--- src/rtl/eaglesong_nonce_driver_if.sv ---
// Handshake bundle between job dispatch, the nonce driver and one Eaglesong digest core.
// The master modport is the driver's view; slave is the view of everything around it.
interface eaglesong_nonce_driver_if #(
    parameter int NONCE_W = 32
);
    logic                 job_valid;
    logic                 job_ready;
    logic [255-NONCE_W:0] job_prefix;
    logic [255:0]         job_target;
    logic [NONCE_W-1:0]   job_nonce_start;
    logic [NONCE_W-1:0]   job_nonce_count;
    logic                 abort;

    logic [255:0]         dig_input_val;
    logic [6:0]           dig_input_length_bytes;
    logic                 dig_start_eval;
    logic [255:0]         dig_output_val;
    logic                 dig_eval_output_ready;

    logic                 res_valid;
    logic                 res_ready;
    logic                 res_found;
    logic                 res_timeout;
    logic [NONCE_W-1:0]   res_nonce;
    logic [255:0]         res_digest;
    logic                 busy;

    modport master (
        input  job_valid, job_prefix, job_target, job_nonce_start, job_nonce_count, abort,
        input  dig_output_val, dig_eval_output_ready, res_ready,
        output job_ready, dig_input_val, dig_input_length_bytes, dig_start_eval,
        output res_valid, res_found, res_timeout, res_nonce, res_digest, busy
    );

    modport slave (
        output job_valid, job_prefix, job_target, job_nonce_start, job_nonce_count, abort,
        output dig_output_val, dig_eval_output_ready, res_ready,
        input  job_ready, dig_input_val, dig_input_length_bytes, dig_start_eval,
        input  res_valid, res_found, res_timeout, res_nonce, res_digest, busy
    );
endinterface

--- src/rtl/eaglesong_nonce_driver.sv ---
// Walks a nonce range through one Eaglesong core, reporting the first digest below target.
// state  | meaning
// IDLE   | waiting for a job; job_ready high
// START  | one-cycle start pulse, input word already registered
// ARM    | core still shows stale ready from the previous run; ignored
// WAIT   | waiting for core ready, bounded by the timeout down-counter
// CHECK  | compare captured digest, advance nonce or finish
// REPORT | result held until res_ready
module eaglesong_nonce_driver #(
    parameter int NONCE_W        = 32,
    parameter int MSG_BYTES      = 32,
    parameter int TIMEOUT_CYCLES = 4096
) (
    input  logic                     clk,
    input  logic                     rst_n,
    eaglesong_nonce_driver_if.master bus
);
    localparam int PFX_W = 256 - NONCE_W;
    localparam int TMR_W = (TIMEOUT_CYCLES > 1) ? $clog2(TIMEOUT_CYCLES) : 1;

    typedef enum logic [2:0] {
        S_IDLE, S_START, S_ARM, S_WAIT, S_CHECK, S_REPORT
    } state_t;

    state_t             state_q;
    logic [PFX_W-1:0]   prefix_q;
    logic [255:0]       target_q;
    logic [255:0]       digest_q;
    logic [NONCE_W-1:0] nonce_q;
    logic [NONCE_W-1:0] remain_q;
    logic [TMR_W-1:0]   tmr_q;
    logic               start_q;
    logic [255:0]       din_q;
    logic               res_found_q;
    logic               res_timeout_q;
    logic [NONCE_W-1:0] res_nonce_q;
    logic [255:0]       res_digest_q;

    logic [NONCE_W-1:0] nonce_inc_d;
    logic [NONCE_W-1:0] remain_dec_d;
    logic               hit_d;

    assign nonce_inc_d  = nonce_q + NONCE_W'(1);
    assign remain_dec_d = remain_q - NONCE_W'(1);
    assign hit_d        = digest_q < target_q;

    always_ff @(posedge clk or negedge rst_n) begin
        if (!rst_n) begin
            state_q       <= S_IDLE;
            prefix_q      <= '0;
            target_q      <= '0;
            digest_q      <= '0;
            nonce_q       <= '0;
            remain_q      <= '0;
            tmr_q         <= '0;
            start_q       <= 1'b0;
            din_q         <= '0;
            res_found_q   <= 1'b0;
            res_timeout_q <= 1'b0;
            res_nonce_q   <= '0;
            res_digest_q  <= '0;
        end else begin
            case (state_q)
                S_IDLE: begin
                    if (bus.job_valid) begin
                        prefix_q <= bus.job_prefix;
                        target_q <= bus.job_target;
                        nonce_q  <= bus.job_nonce_start;
                        remain_q <= bus.job_nonce_count;
                        if (bus.job_nonce_count == '0) begin
                            state_q       <= S_REPORT;
                            res_found_q   <= 1'b0;
                            res_timeout_q <= 1'b0;
                            res_nonce_q   <= bus.job_nonce_start;
                            res_digest_q  <= '0;
                        end else begin
                            state_q <= S_START;
                            start_q <= 1'b1;
                            din_q   <= {bus.job_prefix, bus.job_nonce_start};
                        end
                    end
                end
                S_START: begin
                    start_q <= 1'b0;
                    tmr_q   <= TMR_W'(TIMEOUT_CYCLES - 1);
                    state_q <= bus.abort ? S_IDLE : S_ARM;
                end
                S_ARM: begin
                    state_q <= bus.abort ? S_IDLE : S_WAIT;
                end
                S_WAIT: begin
                    // Ready wins over the terminal count: a result on the last allowed cycle is kept.
                    if (bus.abort) begin
                        state_q <= S_IDLE;
                    end else if (bus.dig_eval_output_ready) begin
                        digest_q <= bus.dig_output_val;
                        state_q  <= S_CHECK;
                    end else if (tmr_q == '0) begin
                        state_q       <= S_REPORT;
                        res_found_q   <= 1'b0;
                        res_timeout_q <= 1'b1;
                        res_nonce_q   <= nonce_q;
                        res_digest_q  <= '0;
                    end else begin
                        tmr_q <= tmr_q - TMR_W'(1);
                    end
                end
                S_CHECK: begin
                    if (bus.abort) begin
                        state_q <= S_IDLE;
                    end else if (hit_d || remain_dec_d == '0) begin
                        state_q       <= S_REPORT;
                        res_found_q   <= hit_d;
                        res_timeout_q <= 1'b0;
                        res_nonce_q   <= nonce_q;
                        res_digest_q  <= digest_q;
                    end else begin
                        remain_q <= remain_dec_d;
                        nonce_q  <= nonce_inc_d;
                        din_q    <= {prefix_q, nonce_inc_d};
                        start_q  <= 1'b1;
                        state_q  <= S_START;
                    end
                end
                S_REPORT: begin
                    if (bus.res_ready) begin
                        state_q <= S_IDLE;
                    end
                end
                default: state_q <= S_IDLE;
            endcase
        end
    end

    assign bus.job_ready              = (state_q == S_IDLE);
    assign bus.busy                   = (state_q != S_IDLE);
    assign bus.res_valid              = (state_q == S_REPORT);
    assign bus.dig_start_eval         = start_q;
    assign bus.dig_input_val          = din_q;
    assign bus.dig_input_length_bytes = 7'(MSG_BYTES);
    assign bus.res_found              = res_found_q;
    assign bus.res_timeout            = res_timeout_q;
    assign bus.res_nonce              = res_nonce_q;
    assign bus.res_digest             = res_digest_q;
endmodule

--- src/flat_wrapper.sv ---
// flat-port wrapper written by rule: the top's interface ports become plain ports
module eaglesong_nonce_driver_flat 
#(
    parameter int NONCE_W        = 32,
    parameter int MSG_BYTES      = 32,
    parameter int TIMEOUT_CYCLES = 4096
)
  (clk, rst_n, bus_job_valid, bus_job_prefix, bus_job_target, bus_job_nonce_start, bus_job_nonce_count, bus_abort, bus_dig_output_val, bus_dig_eval_output_ready, bus_res_ready, bus_job_ready, bus_dig_input_val, bus_dig_input_length_bytes, bus_dig_start_eval, bus_res_valid, bus_res_found, bus_res_timeout, bus_res_nonce, bus_res_digest, bus_busy);
  eaglesong_nonce_driver_if #(.NONCE_W(NONCE_W)) bus_i ();
  input  logic clk;
  input  logic rst_n;
  input wire logic [$bits(bus_i.job_valid)-1:0] bus_job_valid;
  input wire logic [$bits(bus_i.job_prefix)-1:0] bus_job_prefix;
  input wire logic [$bits(bus_i.job_target)-1:0] bus_job_target;
  input wire logic [$bits(bus_i.job_nonce_start)-1:0] bus_job_nonce_start;
  input wire logic [$bits(bus_i.job_nonce_count)-1:0] bus_job_nonce_count;
  input wire logic [$bits(bus_i.abort)-1:0] bus_abort;
  input wire logic [$bits(bus_i.dig_output_val)-1:0] bus_dig_output_val;
  input wire logic [$bits(bus_i.dig_eval_output_ready)-1:0] bus_dig_eval_output_ready;
  input wire logic [$bits(bus_i.res_ready)-1:0] bus_res_ready;
  output wire logic [$bits(bus_i.job_ready)-1:0] bus_job_ready;
  output wire logic [$bits(bus_i.dig_input_val)-1:0] bus_dig_input_val;
  output wire logic [$bits(bus_i.dig_input_length_bytes)-1:0] bus_dig_input_length_bytes;
  output wire logic [$bits(bus_i.dig_start_eval)-1:0] bus_dig_start_eval;
  output wire logic [$bits(bus_i.res_valid)-1:0] bus_res_valid;
  output wire logic [$bits(bus_i.res_found)-1:0] bus_res_found;
  output wire logic [$bits(bus_i.res_timeout)-1:0] bus_res_timeout;
  output wire logic [$bits(bus_i.res_nonce)-1:0] bus_res_nonce;
  output wire logic [$bits(bus_i.res_digest)-1:0] bus_res_digest;
  output wire logic [$bits(bus_i.busy)-1:0] bus_busy;
  assign bus_i.job_valid = bus_job_valid;
  assign bus_i.job_prefix = bus_job_prefix;
  assign bus_i.job_target = bus_job_target;
  assign bus_i.job_nonce_start = bus_job_nonce_start;
  assign bus_i.job_nonce_count = bus_job_nonce_count;
  assign bus_i.abort = bus_abort;
  assign bus_i.dig_output_val = bus_dig_output_val;
  assign bus_i.dig_eval_output_ready = bus_dig_eval_output_ready;
  assign bus_i.res_ready = bus_res_ready;
  assign bus_job_ready = bus_i.job_ready;
  assign bus_dig_input_val = bus_i.dig_input_val;
  assign bus_dig_input_length_bytes = bus_i.dig_input_length_bytes;
  assign bus_dig_start_eval = bus_i.dig_start_eval;
  assign bus_res_valid = bus_i.res_valid;
  assign bus_res_found = bus_i.res_found;
  assign bus_res_timeout = bus_i.res_timeout;
  assign bus_res_nonce = bus_i.res_nonce;
  assign bus_res_digest = bus_i.res_digest;
  assign bus_busy = bus_i.busy;
  eaglesong_nonce_driver #(.NONCE_W(NONCE_W), .MSG_BYTES(MSG_BYTES), .TIMEOUT_CYCLES(TIMEOUT_CYCLES)) u_core (.clk(clk), .rst_n(rst_n), .bus(bus_i));
endmodule
--- config.mk ---
export PLATFORM = sky130hd
export DESIGN_NAME = eaglesong_nonce_driver_flat
export DESIGN_NICKNAME = d
export VERILOG_FILES = /design/src/rtl/eaglesong_nonce_driver_if.sv /design/src/rtl/eaglesong_nonce_driver.sv /design/src/flat_wrapper.sv
export SDC_FILE = /design/constraint.sdc
export NUM_CORES = 2
export LEC_CHECK = 0
export CELL_PAD_IN_SITES_DETAIL_PLACEMENT = 1
export CELL_PAD_IN_SITES_GLOBAL_PLACEMENT = 1
export CORE_AREA = 2 2 535 537
export CTS_BUF_LIST = sky130_fd_sc_hd__clkbuf_8 sky130_fd_sc_hd__clkbuf_16
export CTS_CLUSTER_DIAMETER = 60
export CTS_CLUSTER_SIZE = 25
export DETAILED_ROUTE_END_ITERATION = 10
export DIE_AREA = 0 0 537 539
export GPL_TIMING_DRIVEN = 1
export PLACE_DENSITY_LB_ADDON = 0.12
export RECOVER_POWER = 25
export SLEW_MARGIN = 20
export SYNTH_ARGS = -nofsm -noshare
export SYNTH_HDL_FRONTEND = slang
export SYNTH_SLANG_ARGS = --single-unit
--- constraint.sdc ---
create_clock -name clk -period 7.2 [get_ports clk]
set_clock_uncertainty 0.1 [all_clocks]
set_input_delay 0.72 -clock clk [delete_from_list [all_inputs] [get_ports clk]]
set_output_delay 0.72 -clock clk [all_outputs]
set_load 0.1 [all_outputs]
=== Yosys cells after proc, flatten, opt, wreduce, memory -nomap -nowiden ===
Cells that the tools add are included.

* Reductions and logical operators: 18
* Order comparisons: 1
* Bitwise logic cells: 1
* Mux-type cells: 63
* Equal/unequal tests: 17
* $add $sub $neg: 3

{| class="wikitable"
|+ Operators with widths
! cell !! number
|-
| 256-bit 2-to-1 mux || 11
|-
| 256-bit case mux with 3 select lines || 1
|-
| 256-bit case mux with 2 select lines || 1
|-
| 32-bit 2-to-1 mux || 13
|-
| 256-bit less-than comparator || 1
|-
| 32-bit case mux with 2 select lines || 2
|-
| 32-bit case mux with 3 select lines || 1
|-
| 32-bit logical NOT || 2
|-
| 12-bit 2-to-1 mux || 3
|-
| 32-bit by 1-bit adder with 32-bit output (second input constant) || 1
|-
| 32-bit by 1-bit subtractor with 32-bit output (second input constant) || 1
|-
| 3-bit 2-to-1 mux || 8
|-
| 12-bit case mux with 2 select lines || 1
|-
| 3-bit case mux with 6 select lines || 1
|-
| 1-bit 2-to-1 mux || 16
|-
| 2-bit != test (second input constant) || 8
|-
| 12-bit logical NOT || 1
|-
| 12-bit by 1-bit subtractor with 12-bit output (second input constant) || 1
|-
| 5-bit AND reduction || 2
|-
| 1-bit case mux with 3 select lines || 3
|-
| 3-bit nonzero test || 3
|-
| 4-bit AND reduction || 2
|-
| 8-bit AND reduction || 1
|-
| 3-bit by 2-bit equality test with 1-bit output (second input constant) || 2
|-
| other kinds (11) || 17
|}

* Output and inout port bits: 557
* Register bits after elaboration: 1362

=== Longest topological paths before layout ===
* Word-level depth: 6
* Mapped depth: 17

=== Worst setup path before layout ===
No wires, ideal clock.

* Path kind: register -> output
* Start: register u_core.state_q[2]
* End: output port bus_busy
* Slack: 2549 ps
* Stages on the path, launching flop included: 3
* Arrival time: 3831 ps
* Data required time: 6380 ps
* Path through: dfrtp_1 -> nor3_1 -> inv_1

* Word-level cells in the longest chain between the ends: 1

{| class="wikitable"
|+ Ends and longest elaborated chain
! element !! line !! text
|-
| start: declaration || eaglesong_nonce_driver.sv:25 || <nowiki>state_t state_q;</nowiki>
|-
| start signal: assignment || eaglesong_nonce_driver.sv:86 || <nowiki>state_q <= bus.abort ? S_IDLE : S_ARM;</nowiki>
|-
| start signal: assignment || eaglesong_nonce_driver.sv:89 || <nowiki>state_q <= bus.abort ? S_IDLE : S_WAIT;</nowiki>
|-
| 3-bit nonzero test || eaglesong_nonce_driver.sv:136 || <nowiki>assign bus.busy = (state_q != S_IDLE);</nowiki>
|-
| end: declaration || flat_wrapper.sv:30 || <nowiki>output wire logic [$bits(bus_i.busy)-1:0] bus_busy;</nowiki>
|}

Every way passes these cells.

=== Final worst setup path ===
* Start: register u_core.digest_q[255]
* End: register u_core.din_q[98] (netlist: u_core.bus.dig_input_val[98])

* Word-level cells in the longest chain between the ends: 4

{| class="wikitable"
|+ Ends and longest elaborated chain
! element !! line !! text
|-
| start: declaration || eaglesong_nonce_driver.sv:28 || <nowiki>logic [255:0] digest_q;</nowiki>
|-
| start signal: assignment || eaglesong_nonce_driver.sv:96 || <nowiki>digest_q <= bus.dig_output_val;</nowiki>
|-
| 256-bit less-than comparator || eaglesong_nonce_driver.sv:45 || <nowiki>assign hit_d = digest_q < target_q;</nowiki>
|-
| 1-bit logical OR || eaglesong_nonce_driver.sv:111 || <nowiki>end else if (hit_d || remain_dec_d == '0) begin</nowiki>
|-
| 2-bit != test (no line) || - ||
|-
| 5-bit AND reduction (no line) || - ||
|-
| end signal: assignment || eaglesong_nonce_driver.sv:79 || <nowiki>din_q <= {bus.job_prefix, bus.job_nonce_start};</nowiki>
|-
| end signal: assignment || eaglesong_nonce_driver.sv:120 || <nowiki>din_q <= {prefix_q, nonce_inc_d};</nowiki>
|-
| end: declaration || eaglesong_nonce_driver.sv:33 || <nowiki>logic [255:0] din_q;</nowiki>
|}

Every way passes these cells.
A chain may end at the register's enable or synchronous reset.

==> flow_metrics.env <==
export IMPL_setup_viol=0
export IMPL_post_route_period_util=0.825
export IMPL_ys_types=79
export IMPL_layout_nets=8016
export IMPL_die_x_um=537
export IMPL_coreArea_um2=284000
export IMPL_syn_avg_cell_area_um2=10.8
export IMPL_cts_tree="done"
export IMPL_cts_sinks=1362
export IMPL_ys_seq_elements=1362
export IMPL_fin_hold_ws_ns=0.307
export IMPL_synth_commonest_cells="dfrtp_1 (1362), nand2_1 (1084), o21ai_0 (333)"
export IMPL_worst_setup_path_end_kind="flop"
export IMPL_port_buffer_count=1355
export IMPL_overflow=0
export IMPL_start_kind="flop"
export IMPL_worst_ep_required_time_ns=7.84
export IMPL_worstPathMaxFanout=75
export IMPL_cts_max_path_buffers=4
export IMPL_seq_area_um2=34100
export IMPL_grt_max_degree=156
export IMPL_cpMostUsedCell="nand4_1"
export IMPL_totalWireLength_um=285000
export IMPL_ys_seq_area_frac=0.553
export IMPL_netlist_area_leader_share=0.553
export IMPL_grtUsageTotal=0.192
export IMPL_p_seq_frac=0.292
export IMPL_gp_congestion=0.822
export IMPL_ios=1363
export IMPL_switching_share=0.501
export IMPL_drc=0
export IMPL_final_layout_size_suffix_gt1_frac=0.115
export IMPL_critical_path_arrival_ns=6.58
export IMPL_multi_input_area_um2=25100
export IMPL_crit_chain="ha_1 > nand4_1 > nor4_1 > nand4_1 > nor3_2 > nand2_1 > a21oi_1 > or3_1 > o21bai_2 > buf_4 > or3_4 > buf_12 > a22oi_1"
export IMPL_via_per_inst=4.55
export IMPL_slew_viol_final=570
export IMPL_rows=196
export IMPL_p_int_uw=23600
export IMPL_die_h_um=539
export IMPL_dieArea_um2=289000
export IMPL_netlist_instances=5689
export IMPL_synth_area_um2=61600
export IMPL_syn_to_final_growth_pct=38.8
export IMPL_relSlewSlack=-1.53
export IMPL_yosysTopAreaCell="dfrtp_1"
export IMPL_worstMarginPinSlew_ns=3.80
export IMPL_cpMaxStageDelayCell="or3_4"
export IMPL_insertion_delay_ns=0.87
export IMPL_start_util=0.217
export IMPL_fmax_ghz=0.168
export IMPL_peakVddDrop_uv=325
export IMPL_yosysMostFrequentCell="dfrtp_1"
export IMPL_hold_viol=0
export IMPL_p_sw_uw=23700
export IMPL_run_status="finished, violations left"
export IMPL_clkTransAtPathRegs_ns=0.07
export IMPL_comb_power_share=0.506
export IMPL_first_pass_iters=5
export IMPL_min_period_ns=5.94
export IMPL_grt_pass1_vias=52500
export IMPL_post_place_ws_ns=1.13
export IMPL_vias=49600
export IMPL_power_share_clock=0.202
export IMPL_cts_setup_buffers=0
export IMPL_p_total_uw=47200
export IMPL_synth_edf_count=0
export IMPL_ctsRootBufferMaster="clkbuf_16"
export IMPL_antenna_found_initial=154
export IMPL_detail_route_wl_per_cell_um=26.2
export IMPL_rsz0062_at_grt="false"
export IMPL_route_antenna_remaining_nets=0
export IMPL_dr_first_iter_drc_count=2372
export IMPL_yosys_warnings=0
export IMPL_async_flop_share=1.00
export IMPL_dp_hpwl_um=209000
export IMPL_nFillCells=31400
export IMPL_grt_pass1_wl_um=405000
export IMPL_holdCritPathClass="in2reg"
export IMPL_timing_setup_tns_ns=0
export IMPL_maxCapViolCount=7
export IMPL_power_density_nw_per_um2=552
export IMPL_layout_setup_ws_ns=1.26
export IMPL_numCtsBuffers=175
export IMPL_synth_area_leaders="dfrtp_1 (55%), nand2_1 (6.6%), mux2_2 (5.8%), ha_1 (5.3%), mux2i_1 (3.7%)"
export IMPL_worst_setup_path_type="reg2reg"
export IMPL_leakagePower_uw=0.0369
export IMPL_cpPeakStageDelay_ns=0.74
export IMPL_cts_max_level=4
export IMPL_violations="capacitance limit, slew limit"
export IMPL_synth_top_flop_cell="dfrtp_1"
-- logic make-up (layout without fill, tap and decap cells) --
family                     count (synthesis)  count (layout)  synth area share
xor gates and xnor gates                  39              39           0.00554
other                                      2              45          0.000122
muxes                                    600             600             0.105
AOI/OAI and AO/OA                       1107            1107             0.126
adders and majority gates                259             259            0.0526
buffers and inverters                    631            2026            0.0420
and+or+nand+nor                         1689            1689             0.115
DFF                                     1362            1362             0.553
-- layout make-up --
| type | count | area share |
|---|---|---|
| repair buffers | 1438 | 0.168 |
| inverters | 273 | 0.0120 |
| diodes | 38 | 0.00111 |
| clock buffers | 189 | 0.0539 |
| clock inverters | 126 | 0.0181 |
| multi-input cells | 3701 | 0.293 |
| well taps | 3762 | 0.0550 |
| flip-flops and latches | 1362 | 0.399 |
-- cells in the final DEF, fill, tap and decap left out, drive strengths merged, types with 33 or more instances in the layout --
cell and count:
nor2 294, ha 259, mux2i 229, a22oi 232, clkdlybuf4s50 1314, buf 114, nand3 58, clkbuf 198
a21oi 122, dfrtp 1362, diode 38, nand2 1084, a21o 33, nand4 69, a22o 258, inv 319
nor3 38, o21ai 336, clkinv 38, mux2 371
-- power groups by stage --
stage	clock network [µW]	registers, µW	logic [µW]
after floorplan	0	21500	8490
after global placement	0	13900	24000
after detailed placement	0	13900	24200
after CTS	9870	13800	24300
after global routing	10200	14300	25700
final	9520	13800	23900
-- layer usage --
metal	vias to the layer above	wire length (µm)	global-route usage	share of wire
li1	22500	-	-	-
met1	25200	118000	0.233	0.41
met2	1306	137000	0.321	0.48
met3	518	20600	0.0612	0.072
met4	130	9070	0.0609	0.032
met5	-	853	0	0.0030
-- state kept, by name, indices dropped and copies added (netlist names) --
register,count
u_core.bus.dig_input_val,256
u_core.bus.res_nonce,32
u_core.prefix_q,224
u_core.digest_q,256
u_core.bus.res_digest,256
u_core.remain_q,32
u_core.nonce_q,32
u_core.target_q,256
u_core.tmr_q,12
u_core.bus.res_found,1
u_core.state_q,3
u_core.bus.dig_start_eval,1
u_core.bus.res_timeout,1
-- critical path, delay by kind of cell (launching register included) --
kind                       cells  cell delay (ns)
DFF                            1             0.41
AOI/OAI and AO/OA              3             0.80
adders and majority gates      1             0.31
buffers and inverters          2             0.63
and+or+nand+nor                7             3.37
-- metrics by stage --
step,std cells,utilization,area (µm²)
2_1_floorplan,5694,-,61600
3_3_place_gp,10500,0.279,79400
3_5_place_dp,10500,0.279,79300
4_1_cts,10900,0.301,85500
5_1_grt,10900,0.301,85500
6_report,10900,0.301,85500
-- path summary, 6_finish.rpt --
kind / start / end / slack (ns) / cells after the start
min in group asynchronous: rst_n / u_core.nonce_q[6]$_DFFE_PN0P_ / 1.62 / 2
max: u_core.digest_q[255]$_DFFE_PN0P_ / u_core.bus.dig_input_val[98]$_DFFE_PN0P_ / 1.26 / 13
max in group asynchronous: rst_n / u_core.bus.res_digest[178]$_DFFE_PN0P_ / 1.32 / 4
max reg2reg: u_core.digest_q[255]$_DFFE_PN0P_ / u_core.bus.dig_input_val[98]$_DFFE_PN0P_ / 1.26 / 13
min: bus_job_prefix[121] / u_core.prefix_q[121]$_DFFE_PN0P_ / 0.31 / 3
min reg2reg: u_core.tmr_q[0]$_DFFE_PN0P_ / u_core.tmr_q[0]$_DFFE_PN0P_ / 0.37 / 1
-- repair_timing --
action                                 in CTS  in global routing
hold buffers                                1                  0
gates resized for setup                     0                  0
endpoints found under the hold margin      97                  0
Note: power is estimated with default switching activity, not from simulation.
